==> src/rtl/missle_pkg.sv <==
`default_nettype none
// +----------------------------------------------------------------------+
// | Module   : missle_pkg                                                 |
// | Purpose  : Shared types and constants for the missile launch          |
// |            scheduler and its per-slot flight trackers.                |
// | Revision : 1.0 - initial release                                      |
// +----------------------------------------------------------------------+
package missle_pkg;

  // Screen coordinate width carried for each missile start position.
  localparam int COORD_W = 10;

  typedef enum logic {
    SCH_WAIT  = 1'b0,
    SCH_GRANT = 1'b1
  } sch_state_t;

  typedef enum logic [1:0] {
    SLOT_IDLE   = 2'd0,
    SLOT_ARMING = 2'd1,
    SLOT_FLIGHT = 2'd2
  } slot_state_t;

endpackage : missle_pkg
`default_nettype wire

==> src/rtl/missle_slot_tracker.sv <==
`default_nettype none
// +----------------------------------------------------------------------+
// | Module   : missle_slot_tracker                                        |
// | Purpose  : Flight state of one missile slot. After a launch the slot  |
// |            waits for explored to drop (absorbing a stale flag left by |
// |            the previous flight), then flies until explored rises.     |
// | Revision : 1.0 - initial release                                      |
// +----------------------------------------------------------------------+
module missle_slot_tracker
  import missle_pkg::*;
#(
  parameter int ARM_TIMEOUT = 8
) (
  input  logic Clk,
  input  logic Reset,
  input  logic launch,
  input  logic explored,
  output logic busy
);

  localparam int CNT_W = $clog2(ARM_TIMEOUT + 1);
  localparam logic [CNT_W-1:0] CNT_LAST = CNT_W'(ARM_TIMEOUT - 1);

  slot_state_t      state_q, state_d;
  logic [CNT_W-1:0] cnt_q, cnt_d;

  // State register and arming counter.
  always_ff @(posedge Clk) begin
    if (Reset) begin
      state_q <= SLOT_IDLE;
      cnt_q   <= '0;
    end else begin
      state_q <= state_d;
      cnt_q   <= cnt_d;
    end
  end

  // Next state: ARMING gives up after ARM_TIMEOUT cycles of explored=1,
  // treating the launch as lost.
  always_comb begin
    state_d = state_q;
    cnt_d   = cnt_q;
    case (state_q)
      SLOT_IDLE: begin
        if (launch) begin
          state_d = SLOT_ARMING;
          cnt_d   = '0;
        end
      end
      SLOT_ARMING: begin
        if (!explored) begin
          state_d = SLOT_FLIGHT;
        end else if (cnt_q >= CNT_LAST) begin
          state_d = SLOT_IDLE;
        end else begin
          cnt_d = cnt_q + 1'b1;
        end
      end
      SLOT_FLIGHT: begin
        if (explored) begin
          state_d = SLOT_IDLE;
        end
      end
      default: state_d = SLOT_IDLE;
    endcase
  end

  assign busy = (state_q != SLOT_IDLE);

endmodule : missle_slot_tracker
`default_nettype wire

==> src/rtl/missle_scheduler.sv <==
`default_nettype none
// +----------------------------------------------------------------------+
// | Module   : missle_scheduler                                           |
// | Purpose  : Frame-rate launch scheduler. Picks a shooter round-robin,  |
// |            assigns the lowest idle missile slot, pulses launch/grant  |
// |            and enforces a global inter-launch cooldown in frames.     |
// | Revision : 1.0 - initial release                                      |
// +----------------------------------------------------------------------+
module missle_scheduler
  import missle_pkg::*;
#(
  parameter int NUM_REQ         = 4,
  parameter int NUM_SLOTS       = 4,
  parameter int COOLDOWN_FRAMES = 30,
  parameter int ARM_TIMEOUT     = 8
) (
  input  logic                         Clk,
  input  logic                         Reset,
  input  logic                         frame_clk,
  input  logic                         enable,
  input  logic [NUM_REQ-1:0]           req,
  input  logic [NUM_REQ-1:0]           req_alive,
  input  logic [NUM_REQ*COORD_W-1:0]   req_x,
  input  logic [NUM_REQ*COORD_W-1:0]   req_y,
  input  logic [NUM_SLOTS-1:0]         slot_explored,
  output logic [NUM_SLOTS-1:0]         launch,
  output logic [NUM_SLOTS*COORD_W-1:0] start_x,
  output logic [NUM_SLOTS*COORD_W-1:0] start_y,
  output logic [NUM_REQ-1:0]           grant,
  output logic [NUM_SLOTS-1:0]         slot_busy,
  output logic [NUM_SLOTS*2-1:0]       slot_owner
);

  localparam int OWN_W  = 2;
  localparam int SLOT_W = (NUM_SLOTS > 1) ? $clog2(NUM_SLOTS) : 1;
  localparam int CD_W   = (COOLDOWN_FRAMES > 0) ? $clog2(COOLDOWN_FRAMES + 1) : 1;
  localparam logic [CD_W-1:0] CD_RELOAD = CD_W'(COOLDOWN_FRAMES);

  logic                         frame_dly_q, fe_q;
  sch_state_t                   state_q, state_d;
  logic [CD_W-1:0]              cooldown_q, cooldown_d;
  logic [OWN_W-1:0]             ptr_q, ptr_d;
  logic [OWN_W-1:0]             win_q, win_d;
  logic [SLOT_W-1:0]            slot_q, slot_d;
  logic [NUM_SLOTS*COORD_W-1:0] start_x_q, start_x_d;
  logic [NUM_SLOTS*COORD_W-1:0] start_y_q, start_y_d;
  logic [NUM_SLOTS*2-1:0]       owner_q, owner_d;

  logic [NUM_REQ-1:0] valid_req;
  logic               win_found, slot_found;
  logic [OWN_W-1:0]   win_idx, cand;
  logic [SLOT_W-1:0]  slot_idx;
  int                 cand_i;

  assign valid_req = req & req_alive;

  // All scheduler state, including the registered frame edge strobe.
  always_ff @(posedge Clk) begin
    if (Reset) begin
      frame_dly_q <= 1'b0;
      fe_q        <= 1'b0;
      state_q     <= SCH_WAIT;
      cooldown_q  <= '0;
      ptr_q       <= '0;
      win_q       <= '0;
      slot_q      <= '0;
      start_x_q   <= '0;
      start_y_q   <= '0;
      owner_q     <= '0;
    end else begin
      frame_dly_q <= frame_clk;
      fe_q        <= frame_clk & ~frame_dly_q;
      state_q     <= state_d;
      cooldown_q  <= cooldown_d;
      ptr_q       <= ptr_d;
      win_q       <= win_d;
      slot_q      <= slot_d;
      start_x_q   <= start_x_d;
      start_y_q   <= start_y_d;
      owner_q     <= owner_d;
    end
  end

  // Round-robin winner (first valid at/after ptr) and lowest idle slot.
  always_comb begin
    win_found  = 1'b0;
    win_idx    = '0;
    cand_i     = 0;
    cand       = '0;
    slot_found = 1'b0;
    slot_idx   = '0;
    for (int k = 0; k < NUM_REQ; k++) begin
      cand_i = int'(ptr_q) + k;
      if (cand_i >= NUM_REQ) cand_i = cand_i - NUM_REQ;
      cand = OWN_W'(cand_i);
      if (!win_found && valid_req[cand]) begin
        win_found = 1'b1;
        win_idx   = cand;
      end
    end
    for (int k = NUM_SLOTS - 1; k >= 0; k--) begin
      if (!slot_busy[SLOT_W'(k)]) begin
        slot_found = 1'b1;
        slot_idx   = SLOT_W'(k);
      end
    end
  end

  // Scheduler FSM. Start coordinates and owner are captured on the fe
  // cycle so they are already stable while launch is high.
  always_comb begin
    state_d    = state_q;
    cooldown_d = cooldown_q;
    ptr_d      = ptr_q;
    win_d      = win_q;
    slot_d     = slot_q;
    start_x_d  = start_x_q;
    start_y_d  = start_y_q;
    owner_d    = owner_q;
    case (state_q)
      SCH_WAIT: begin
        if (fe_q) begin
          if (cooldown_q != '0) begin
            cooldown_d = cooldown_q - 1'b1;
          end else if (enable && win_found && slot_found) begin
            state_d = SCH_GRANT;
            win_d   = win_idx;
            slot_d  = slot_idx;
            start_x_d[slot_idx*COORD_W +: COORD_W] = req_x[win_idx*COORD_W +: COORD_W];
            start_y_d[slot_idx*COORD_W +: COORD_W] = req_y[win_idx*COORD_W +: COORD_W];
            owner_d[slot_idx*OWN_W +: OWN_W]       = win_idx;
          end
        end
      end
      SCH_GRANT: begin
        cooldown_d = CD_RELOAD;
        ptr_d      = (int'(win_q) == NUM_REQ - 1) ? '0 : win_q + 1'b1;
        state_d    = SCH_WAIT;
      end
      default: state_d = SCH_WAIT;
    endcase
  end

  // One-cycle launch and grant pulses decoded from the grant state.
  always_comb begin
    launch = '0;
    grant  = '0;
    if (state_q == SCH_GRANT) begin
      launch[slot_q] = 1'b1;
      grant[win_q]   = 1'b1;
    end
  end

  assign start_x    = start_x_q;
  assign start_y    = start_y_q;
  assign slot_owner = owner_q;

  for (genvar g = 0; g < NUM_SLOTS; g++) begin : g_slot
    missle_slot_tracker #(
      .ARM_TIMEOUT(ARM_TIMEOUT)
    ) u_trk (
      .Clk     (Clk),
      .Reset   (Reset),
      .launch  (launch[g]),
      .explored(slot_explored[g]),
      .busy    (slot_busy[g])
    );
  end

endmodule : missle_scheduler
`default_nettype wire

==> config.mk <==
export PLATFORM = sky130hd
export DESIGN_NAME = missle_scheduler
export DESIGN_NICKNAME = d
export VERILOG_FILES = /design/src/rtl/missle_pkg.sv /design/src/rtl/missle_slot_tracker.sv /design/src/rtl/missle_scheduler.sv
export SDC_FILE = /design/constraint.sdc
export NUM_CORES = 1
export LEC_CHECK = 0
export CORE_MARGIN = 10
export CORE_UTILIZATION = 30
export CTS_CLUSTER_DIAMETER = 100
export DETAILED_ROUTE_END_ITERATION = 7
export GPL_TIMING_DRIVEN = 0
export MAX_ROUTING_LAYER = met4
export PLACE_DENSITY = 0.61
export REMOVE_ABC_BUFFERS = 1
export SETUP_SLACK_MARGIN = 0.05
export SYNTH_ARGS = -nofsm -noshare
export SYNTH_HDL_FRONTEND = slang
export SYNTH_HIERARCHICAL = 1
export SYNTH_SLANG_ARGS = --single-unit
==> constraint.sdc <==
create_clock -name Clk -period 2.1 [get_ports Clk]
set_input_delay 0.42 -clock Clk [delete_from_list [all_inputs] [get_ports Clk]]
set_output_delay 0.42 -clock Clk [all_outputs]
set_load 0.1 [all_outputs]
==> reports/qor.tcl <==
set qor(cts-root-buf) {clkbuf_16}
set qor(routed-via-count) 5978
set qor(power.leakage_nw) 3.17
set qor(count_of_flip_flops_with_a_built_in_enable_after_synthesis) 0
set qor(finish.utilization) 0.442
set qor(vdd_ir_drop_max_mv) 0.288
set qor(timing.max_slew.rel_slack) 0.302
set qor(cp_slowest_cell) {a211o_4}
set qor(timing.final.ws_setup_ps) 55.6
set qor(layout.cells.most_common) {clkdlybuf4s50_1}
set qor(run_status) {finished clean}
set qor(ys_dominant_reg_cell) {dfxtp_1}
set qor(clkSinkCount) 81
set qor(timing_worst_slew_pin_value_ps) 1050
set qor(hold_viol_final) 0
set qor(drt_first_pass_iters) 5
set qor(antenna-diode-count) 0
set qor(initial_antenna_violation_count) 0
set qor(period_needed_ps) 2040
set qor(grt_start_max_net_pins) 41
set qor(clock_tree_from_tritoncts) {yes}
set qor(drtIter0Drc) 404
set qor(die_area_sq_um) 23800
set qor(std_cell_rows) 49
set qor(crit_chain) {nand2b_4, a211o_4, a211oi_1, o221ai_1}
set qor(layout_worst_path_cycle_share) 0.974
set qor(clk_transition_reported_paths_ps) 60
set qor(detail_route.vias_per_cell) 5.72
set qor(setup.worst_path.end_class) {flop}
set qor(max_freq_mhz) 489
set qor(global_route_wire_length_before_repair_um) 36600
set qor(final_nets) 916
set qor(timing.critical_path.arrival_ps) 2260
set qor(setup-violations-final) 0
set qor(final-max-slew-violation-count) 0
set qor(min-delay-path-class) {flop to flop}
set qor(dieWidth_um) 154
set qor(gp_routability_congestion) 0.750
set qor(crit_path_max_incr_delay_ps) 520
set qor(setup-tns-final_ps) 0
set qor(top_level_ports) 196
set qor(areaGrowthSynthToFinish_pct) 45.7
set qor(place_ws_ps) -1570
set qor(finish.instance_area_sq_um) 7880
set qor(critPathBufInv) 0
set qor(max-clock-path-buffers) 2
set qor(port_buffers) 149
set qor(post-route-drc-count) 0
set qor(async_reset_ff_frac) 0
set qor(netlist-cell-type-count) 56
set qor(area_after_dpl_sq_um) 6880
set qor(first_global_vias) 5890
set qor(starting_density_of_the_core) 0.303
set qor(htree_num_levels) 3
set qor(maxCapViolations) 0
set qor(timing.setup.critical_path_class) {flop to flop}
set qor(rsz0062_at_grt) {true}
set qor(path_max_fanout) 23
set qor(cts_inserted_buffers) 9
set qor(drive_gt1_frac) 0.176
set qor(timing.critical_path.max_delay_family) {compound AO/OA/AOI/OAI gates}
set qor(grt_overflow_total) 0
set qor(netlist_instances) 649
set qor(die_extent_in_y_um) 154
set qor(average_detailed_routed_wire_length_per_instance_um) 24.0
set qor(global_route.usage.total) 0.202
set qor(setup.worst_path.start_class) {flop}
set qor(totalWireLength_um) 25100
set qor(syn_area_sq_um) 5410
set qor(detailed_place_hpwl_um) 12800
set qor(worst_skew_pair.late_latency_ps) 350
set qor(share_of_synthesized_area_occupied_by_flip_flops_and_latches) 0.300
set qor(synth-seq-cells) 81
set qor(syn-mean-instance-area_sq_um) 8.34
set qor(synth-warning-count) 6
set qor(finalClockSkew_ps) 8.35
set qor(power-per-cell-area_nw_per_um2) 587
set qor(layout.cells.most_common_list) {clkdlybuf4s50_1 (85), dfxtp_1 (78), a21oi_1 (65), conb_1 (50), dlygate4sd2_1 (47)}
set qor(worst-endpoint-required_ps) 2310
set qor(final_antenna_net_count) 0
set qor(placeableCoreArea_sq_um) 17800
==> per-stage QoR <==
step	hold WS, ps	cells	power (mW)
final	380	1045	4.63
after global routing	414	1045	4.77
after CTS	379	1033	4.59
after detailed placement	374	978	2.84
after global placement	372	973	2.83
after floorplan	367	595	2.47
==> routing by layer <==
metal / GRT usage / part of all wire
met1: 0.255 / 0.45
met2: 0.311 / 0.45
met3: 0.0446 / 0.070
met4: 0.0742 / 0.029
met5: - / 0
==> Yosys cell counts, types with 2 or more instances <==
| cell type | n | area share |
|---|---|---|
| buf_2 | 10 | 0.0092 |
| nand2b_1 | 2 | 0.0023 |
| and4b_1 | 5 | 0.0092 |
| dfxtp_1 | 81 | 0.30 |
| nand3b_1 | 40 | 0.055 |
| buf_6 | 2 | 0.0042 |
| a22oi_1 | 5 | 0.0069 |
| and4bb_2 | 4 | 0.0092 |
| a21oi_1 | 65 | 0.060 |
| o221ai_1 | 39 | 0.063 |
| nor4bb_1 | 2 | 0.0037 |
| a22o_1 | 2 | 0.0032 |
| a21bo_2 | 2 | 0.0037 |
| buf_4 | 46 | 0.064 |
| a21o_1 | 4 | 0.0055 |
| or3_1 | 4 | 0.0046 |
| nand3_1 | 11 | 0.010 |
| and3_1 | 41 | 0.047 |
| nand4bb_1 | 4 | 0.0083 |
| and2_1 | 11 | 0.013 |
| nor3_1 | 8 | 0.0074 |
| nor2b_1 | 3 | 0.0035 |
| nor2_1 | 24 | 0.017 |
| xnor2_1 | 5 | 0.0081 |
| ha_1 | 9 | 0.021 |
| a2111oi_0 | 40 | 0.065 |
| o21ai_0 | 9 | 0.0083 |
| a211oi_1 | 40 | 0.055 |
| inv_1 | 49 | 0.034 |
| xor2_1 | 2 | 0.0032 |
| clkbuf_1 | 45 | 0.031 |
| nand2_1 | 9 | 0.0062 |
| a211oi_2 | 3 | 0.0069 |
==> repair_timing <==
item | in CTS | in global routing
buffers inserted | 20 | 12
setup endpoints to repair | 102 | 46
hold buffers | 0 | 0
gates resized for setup | 152 | 27
pin swaps | 22 | 8
cloned | 19 | 0
==> worst register-to-register path: cells and delay by family, from the launching register on <==
family	cells	cell delay [ps]
flip-flops	1	420
AND/OR/NAND/NOR	1	350
AO/OA/AOI/OAI	3	1140
==> state kept, by name, indices dropped and copies added (netlist names), 2 cells and up <==
register	flops
slot_owner	4
ptr_q	2
g_slot.u_trk/state_q	8
cooldown_q	5
start_x	20
g_slot.u_trk/cnt_q	16
start_y	20
win_q	2
==> power breakdown <==
part           leakage [nW]  switching, mW  internal [mW]
Clock                 0.139          0.676          0.921
Sequential            0.656         0.0342           1.57
Combinational          2.37          0.982          0.441
Total                  3.17           1.69           2.93
==> final timing paths <==
check             cells after the start        start          to  slack (ps)
hold / removal                        1  frame_dly_q        fe_q         380
setup / recovery                      4     ptr_q[1]  start_y[5]          60
hold reg to reg                       1  frame_dly_q        fe_q         380
setup reg to reg                      4     ptr_q[1]  start_y[5]          60
==> kinds of logic after synthesis <==
group / Yosys count / synth area share
DFF: 81 / 0.300
muxes: 2 / 0.00393
xor gates and xnor gates: 7 / 0.0113
buffers and inverters: 152 / 0.142
other: 1 / 0.000693
adders and majority gates: 9 / 0.0208
and+or+nand+nor: 176 / 0.212
AOI/OAI and AO/OA: 221 / 0.309
==> final cells by class <==
cell class / instances / area (sq um)
fill: 1800 / 9960
multi-input combinational: 484 / 3730
clock inverter: 5 / 56.3
sequential: 81 / 1630
tap: 229 / 287
timing repair buffer: 186 / 1770
inverter: 49 / 184
clock buffer: 11 / 233
Note: power is estimated with default switching activity, not from simulation.
